File: config.mk
export PLATFORM = sky130hd
export DESIGN_NAME = pc_sequencer
export DESIGN_NICKNAME = d
export VERILOG_FILES = /design/src/rtl/pc_pkg.sv /design/src/rtl/pc_sequencer_sat_counter.sv /design/src/rtl/pc_sequencer.sv
export SDC_FILE = /design/constraint.sdc
export NUM_CORES = 1
export LEC_CHECK = 0
export CORE_UTILIZATION = 41
export CTS_CLUSTER_SIZE = 25
export DETAILED_ROUTE_END_ITERATION = 6
export PLACE_DENSITY = 0.78
export SLEW_MARGIN = 20
export SYNTH_ARGS = -nofsm -noshare
export SYNTH_HDL_FRONTEND = slang
export SYNTH_SLANG_ARGS = --single-unit
File: constraint.sdc
create_clock -name Clk -period 2.2 [get_ports Clk]
set_input_delay 0.44 -clock Clk [delete_from_list [all_inputs] [get_ports Clk]]
set_output_delay 0.44 -clock Clk [all_outputs]
set_load 0.05 [all_outputs]
File: src/rtl/pc_pkg.sv
// pc_pkg: shared types and widths for the program-counter sequencer
package pc_pkg;
  typedef enum logic [1:0] {IDLE, RUN, HALT} pc_state_t;
  localparam int LUT_AW = 4;
  localparam int PC_W = 10;
endpackage

File: src/rtl/pc_sequencer_sat_counter.sv
// sat_counter: saturating up-counter with synchronous clear, async reset
module sat_counter #(
  parameter int W = 8
) (
  input  logic         clk,
  input  logic         rst,
  input  logic         inc,
  input  logic         clr,
  output logic [W-1:0] count
);
  logic [W-1:0] cnt_q, cnt_d;
  always_comb cnt_d = clr ? '0 : (inc && cnt_q != '1) ? cnt_q + 1'b1 : cnt_q;
  always_ff @(posedge clk or posedge rst)
    if (rst) cnt_q <= '0;
    else cnt_q <= cnt_d;
  assign count = cnt_q;
endmodule

File: src/rtl/pc_sequencer.sv
// pc_sequencer: run/halt FSM and next-PC mux driving instruction-memory address.
// Define PC_PERF_EN to add saturating run_cycles / taken_count counters.
module pc_sequencer
  import pc_pkg::*;
#(
  parameter int            D        = PC_W,
  parameter logic [D-1:0]  START_PC = '0
) (
  input  logic              Clk,
  input  logic              Reset,
  input  logic              start,
  input  logic              stall,
  input  logic              branch_en,
  input  logic [LUT_AW-1:0] branch_sel,
  input  logic              halt,
  output logic [LUT_AW-1:0] lut_addr,
  input  logic [D-1:0]      lut_target,
  output logic [D-1:0]      pc,
  output logic              running,
  output logic              done
`ifdef PC_PERF_EN
  ,
  output logic [15:0]       run_cycles,
  output logic [7:0]        taken_count
`endif
);
  pc_state_t    state_q, state_d;
  logic [D-1:0] pc_q, pc_d;
  logic         running_q, done_q;
  always_comb begin
    state_d = state_q;
    pc_d    = pc_q;
    unique case (state_q)
      IDLE: state_d = start ? RUN : IDLE;
      RUN: begin
        // halt outranks stall, stall outranks branch
        if (halt) state_d = HALT;
        else if (!stall) pc_d = branch_en ? lut_target : pc_q + 1'b1;
      end
      HALT: if (start) begin
        state_d = RUN;
        pc_d    = START_PC;
      end
      default: state_d = IDLE;
    endcase
  end
  always_ff @(posedge Clk or posedge Reset)
    if (Reset) begin
      state_q   <= IDLE;
      pc_q      <= START_PC;
      running_q <= 1'b0;
      done_q    <= 1'b0;
    end else begin
      state_q   <= state_d;
      pc_q      <= pc_d;
      running_q <= state_d == RUN;
      done_q    <= state_d == HALT;
    end
  assign lut_addr = branch_sel;
  assign pc       = pc_q;
  assign running  = running_q;
  assign done     = done_q;
`ifdef PC_PERF_EN
  logic perf_clr;
  assign perf_clr = state_q == HALT && start;
  sat_counter #(.W(16)) u_run_cycles (
    .clk(Clk), .rst(Reset), .inc(state_q == RUN), .clr(perf_clr), .count(run_cycles)
  );
  sat_counter #(.W(8)) u_taken_count (
    .clk(Clk), .rst(Reset), .inc(state_q == RUN && !halt && !stall && branch_en),
    .clr(perf_clr), .count(taken_count)
  );
`endif
endmodule

# --- Yosys cells after proc, flatten, opt, wreduce, memory -nomap -nowiden ---
# Index checks and enable logic that the tools add are counted.
totals:
  ff_bits: 14
  inputBits: 20
  out_inout_bits: 16
  wordCells: 24
classes:
  n_addsub: 1
  eq_ne: 7
  n_mux: 9
  n_reduce_logical: 3
op_table:
  columns: ["op", "count"]
  rows:
  - ["two-way mux 10 bit", 4]
  - ["one-hot mux 10 bit (2 select lines)", 1]
  - ["adder 10 x 1 -> 10 bit, second input constant", 1]
  - ["!= test 2 bit, second input constant", 3]
  - ["one-hot mux 2 bit (3 select lines)", 1]
  - ["equality test 2 x 1 -> 1 bit, second input constant", 2]
  - ["equality test 2 bit, second input constant", 2]
  - ["two-way mux 2 bit", 2]
  - ["AND reduction 4 bit", 1]
  - ["zero test 2 bit", 1]
  - ["nonzero test 2 bit", 1]
  - ["two-way mux 1 bit", 1]

# --- Depth between registers and ports, before layout ---
logic_depth:
  ltp_word: 5
  mapped_depth: 6
  depth_no_buf: 5

# --- Worst setup path after synthesis ---
# OpenSTA, ideal clock, no wires.
synth_timing:
  path_type: "input -> register"
  startpoint: "input port halt"
  endpoint: "register pc_q[2] (netlist: pc[2])"
  setup_ps: 130
  arrival_time_ps: 1559
  required_ps: 2070
  slack_ps: 511
  stages: 6
  n_path_buf: 2
  path_cell_list: "or4b_1 buf_2 a21boi_4 buf_6 o21ai_1 o21ai_0"
synth_via:
  elab_chain_cells: 2
synth_lines:
  columns: ["element", "line_no", "text"]
  rows:
  - ["start, declared", "pc_sequencer.sv:15", "input logic halt,"]
  - ["!= test 2 bit (no line)", null, null]
  - ["AND reduction 4 bit (no line)", null, null]
  - ["end signal, assigned", "pc_sequencer.sv:55", "pc_q <= pc_d;"]
  - ["end, declared", "pc_sequencer.sv:28", "logic [D-1:0] pc_q, pc_d;"]
# No other way between the ends.
# A chain may end at the register's enable or synchronous reset.

# --- Worst setup path in the final report ---
layout_timing:
  startpoint: "register pc_q[4] (netlist: pc[4])"
  endpoint: "output port pc[4]"
layout_rtl:
  columns: ["element", "line_no", "text"]
  rows:
  - ["end, declared", "pc_sequencer.sv:18", "output logic [D-1:0] pc,"]
# No word-level cell between the ends.

==> summary.md <==
| Metric | Value |
|---|---|
| Status | complete, no violations |
| IO buf count | 27 |
| Nets | 138 |
| Netlist cell types | 34 |
| Row cnt | 16 |
| Crit-path slowest cell | clkdlybuf4s50_1 |
| Post-Synth Adder-Cell Area | under 10% |
| Die width | roughly 48 um |
| Routed vias/inst | 5.59 |
| Fill cells | 187 |
| Max VDD drop | 0.000686 V |
| Core Footprint | 1960 um2 |
| CTS Sinks | 14 |
| Final setup TNS | 0 ps |
| Slowest stage delay, CP | 850 ps |
| Synth area leaders | dfrtp_1 (41%), o21ai_0 (5.3%), a21oi_1 (3.5%), o21ai_1 (3.5%), buf_4 (3.5%) |
| Final Hold Fails | 0 |
| Largest net degree at the start of global routing | 27 |
| Sequential-to-total area share from yosys stat | 41.2% |
| Post-route ant nets | 0 |
| Hpwl dp | 1.43 mm |
| Synth async-reset ratio | 100% |
| Post-CTS Setup Repair Bufs | 0 |
| TritonCTS clock tree | yes |
| Flops & latches, synth | 14 |
| Netlist Area Pre-Place | 851 um2 |
| Critical path class | reg -> out |
| Most common cell in the synthesized netlist | dfrtp_1 |
| Die height | 47.6 um |
| Compound-Gate Fraction of Synth Area | a little over a quarter |
| Mapped Nets | roughly 110 |
| Area Overhead vs Synth | 34.9% |
| Cts hold-fix bufs | 0 |
| Crit path DAT | approximately 1600 ps |
| Cell taking the most area after synthesis | dfrtp_1 |
| Syn_area_per_cell | 9.15 um2 |
| CTS resizes | 0 |
| Diode count | 0 |
| Vias in the first global route | 651 |
| Largest family of logic cells by synthesized area | compound AO/OA/AOI/OAI gates |
| Starting Density | 43.4% |
| Initial antenna violation count | 0 |
| GR Overflow Total | 0 |
| Ratio of cells with drive above 1 in the final layout | 10.3% |
| CP cell instances | clkdlybuf4s50_1 |
| CP Depth | 1 |
| Average wire per standard cell | approximately 13 um |
| Final worst path period share | 93.1% |
| Finished Cell Area | 1150 um2 |
| Max Fclk | 0.488 GHz |
| Worst path buffer plus inverter count | 1 |
| Initial detailed-routing violation count | 15 |
| Clock Tree Buf Depth | 2 |
| Worst Path Max Fanout | 9 |
| Post-synthesis mux area share | about 3.8% |
| Reg2reg path depth | 5 |
| TritonRoute pass-1 iters | 4 |
| Simple-Gate Fraction of Synth Area | around a fifth |
| Worst-path clk slew | around 90 ps |
| Drt drc | 0 |
| Die ar. | 2260 um2 |
| HP Class | in -> async |
| Placed instance area | 1110 um2 |
| Min Tclk post-route | 2050 ps |
| Worst Max-Slew Pin Slew | around 550 ps |
| Startpoint types | flip-flop |
| Clock Latency Late Sink | 280 ps |
| Yosys Warn Count | 0 |
| PwrDens | 970 nW/um2 |
| First-pass GRT wire length | 2.87 mm |
| H-Tree Level Count | 1 |
| Max cap viols | 0 |
| Pre-CTS setup slack | 32.3 ps |
| Synth Flop Type | dfrtp_1 |
| Number of max-slew violations in the final report | 0 |
| Clock Skews | 7.70 ps |
| CP top delay family | buffers and inverters |
| Final GP Congestion | 0.781 |
| Top-level I/O count | 36 |
| Area share of the largest cell type after synthesis | 41.2% |
| Most frequent cells after synthesis | dfrtp_1 (14), o21ai_0 (9), a21oi_1 (6), nand2_1 (6), o21ai_1 (6) |
| Syn Inst Count | 93 |
| Critical path required time | 1760 ps |
| Routed vias | 799 |
| Worst Setup End Kind | output pin |
| Clock Tree Root | clkbuf_4 |
| Routed WL | 1.92 mm |
| Synth Area in XOR/XNOR | 0% |
| Max transition margin | approximately 64% |
| Post-synth EDFFs | 0 |
| RSZ-0062 raised after global routing | no |
| LEAKAGE | 0.459 nW |
| All-layer global routing usage | 18.2% |
| Num CTS Buffers | 3 |
| Final setup viols | 0 |
| Final WS setup | between 150 and 200 ps |
==> sequential cells by signal, indices dropped and copies added (netlist names) <==
name,count
state_q,2
done,1
pc,10
running,1
==> per-layer routing <==
metal | share of wire (%) | vias to the layer above | global-route usage [%]
met2 | 48 | 28 | 31.5
li1 | - | 393 | -
met3 | 6.4 | 0 | 3.40
met4 | 0 | 0 | 6.67
met1 | 45 | 378 | 22.4
met5 | 0 | - | 0
==> through the flow <==
step | cells | utilization (%) | hold slack, ps | power, mW
after global placement | 139 | 56.6 | 515 | 0.920
after global routing | 143 | 58.5 | 533 | 1.18
after detailed placement | 139 | 56.6 | 519 | 0.933
after floorplan | 93 | - | 329 | 0.766
final | 143 | 58.5 | 495 | 1.11
after CTS | 143 | 58.5 | 522 | 1.12
==> cell usage in the layout (no fill, tap or decap), types with 3 or more instances in the layout <==
cell type	netlist	final
nor3_1	4	4
clkbuf_4	0	3
a21oi_1	6	6
dfrtp_1	14	14
o21ai_0	9	9
o21ai_1	6	6
nand2_1	6	6
nand3_1	3	3
a211oi_1	3	3
buf_4	4	3
nor2_1	3	3
clkdlybuf4s50_1	0	27
==> final cells by class <==
cell class	instances	area, um2	area share, %
Clock buffer	4	36.3	3.16
Inverter	1	3.75	0.327
Multi-Input combinational cell	67	430	37.5
Sequential cell	14	350	30.5
Tap cell	27	33.8	2.94
Timing Repair Buffer	30	293	25.5
==> power by group <==
group	total [mW]	switching, mW	internal [mW]
Clock	0.187	0.0868	0.101
Combinational	0.520	0.323	0.197
Sequential	0.407	0.0847	0.322
Total	1.11	0.494	0.619
==> worst paths after layout <==
| check | slack [ps] | end | from |
|---|---|---|---|
| max | 150 | pc[4] | pc[4] |
| min | 490 | state_q[1] | Reset |
| max reg2reg | 520 | pc[6] | state_q[1] |
| min reg2reg | 540 | pc[9] | pc[9] |
| max in group asynchronous | 1340 | pc[6] | Reset |
| min in group Clk | 540 | pc[9] | pc[9] |
==> logic make-up after synthesis <==
logic type / Yosys count
fa+ha+maj: 1
buf+inv: 12
simple gates: 29
compound gates: 34
mux: 3
flops: 14
Note: power is estimated with default switching activity, not from simulation.
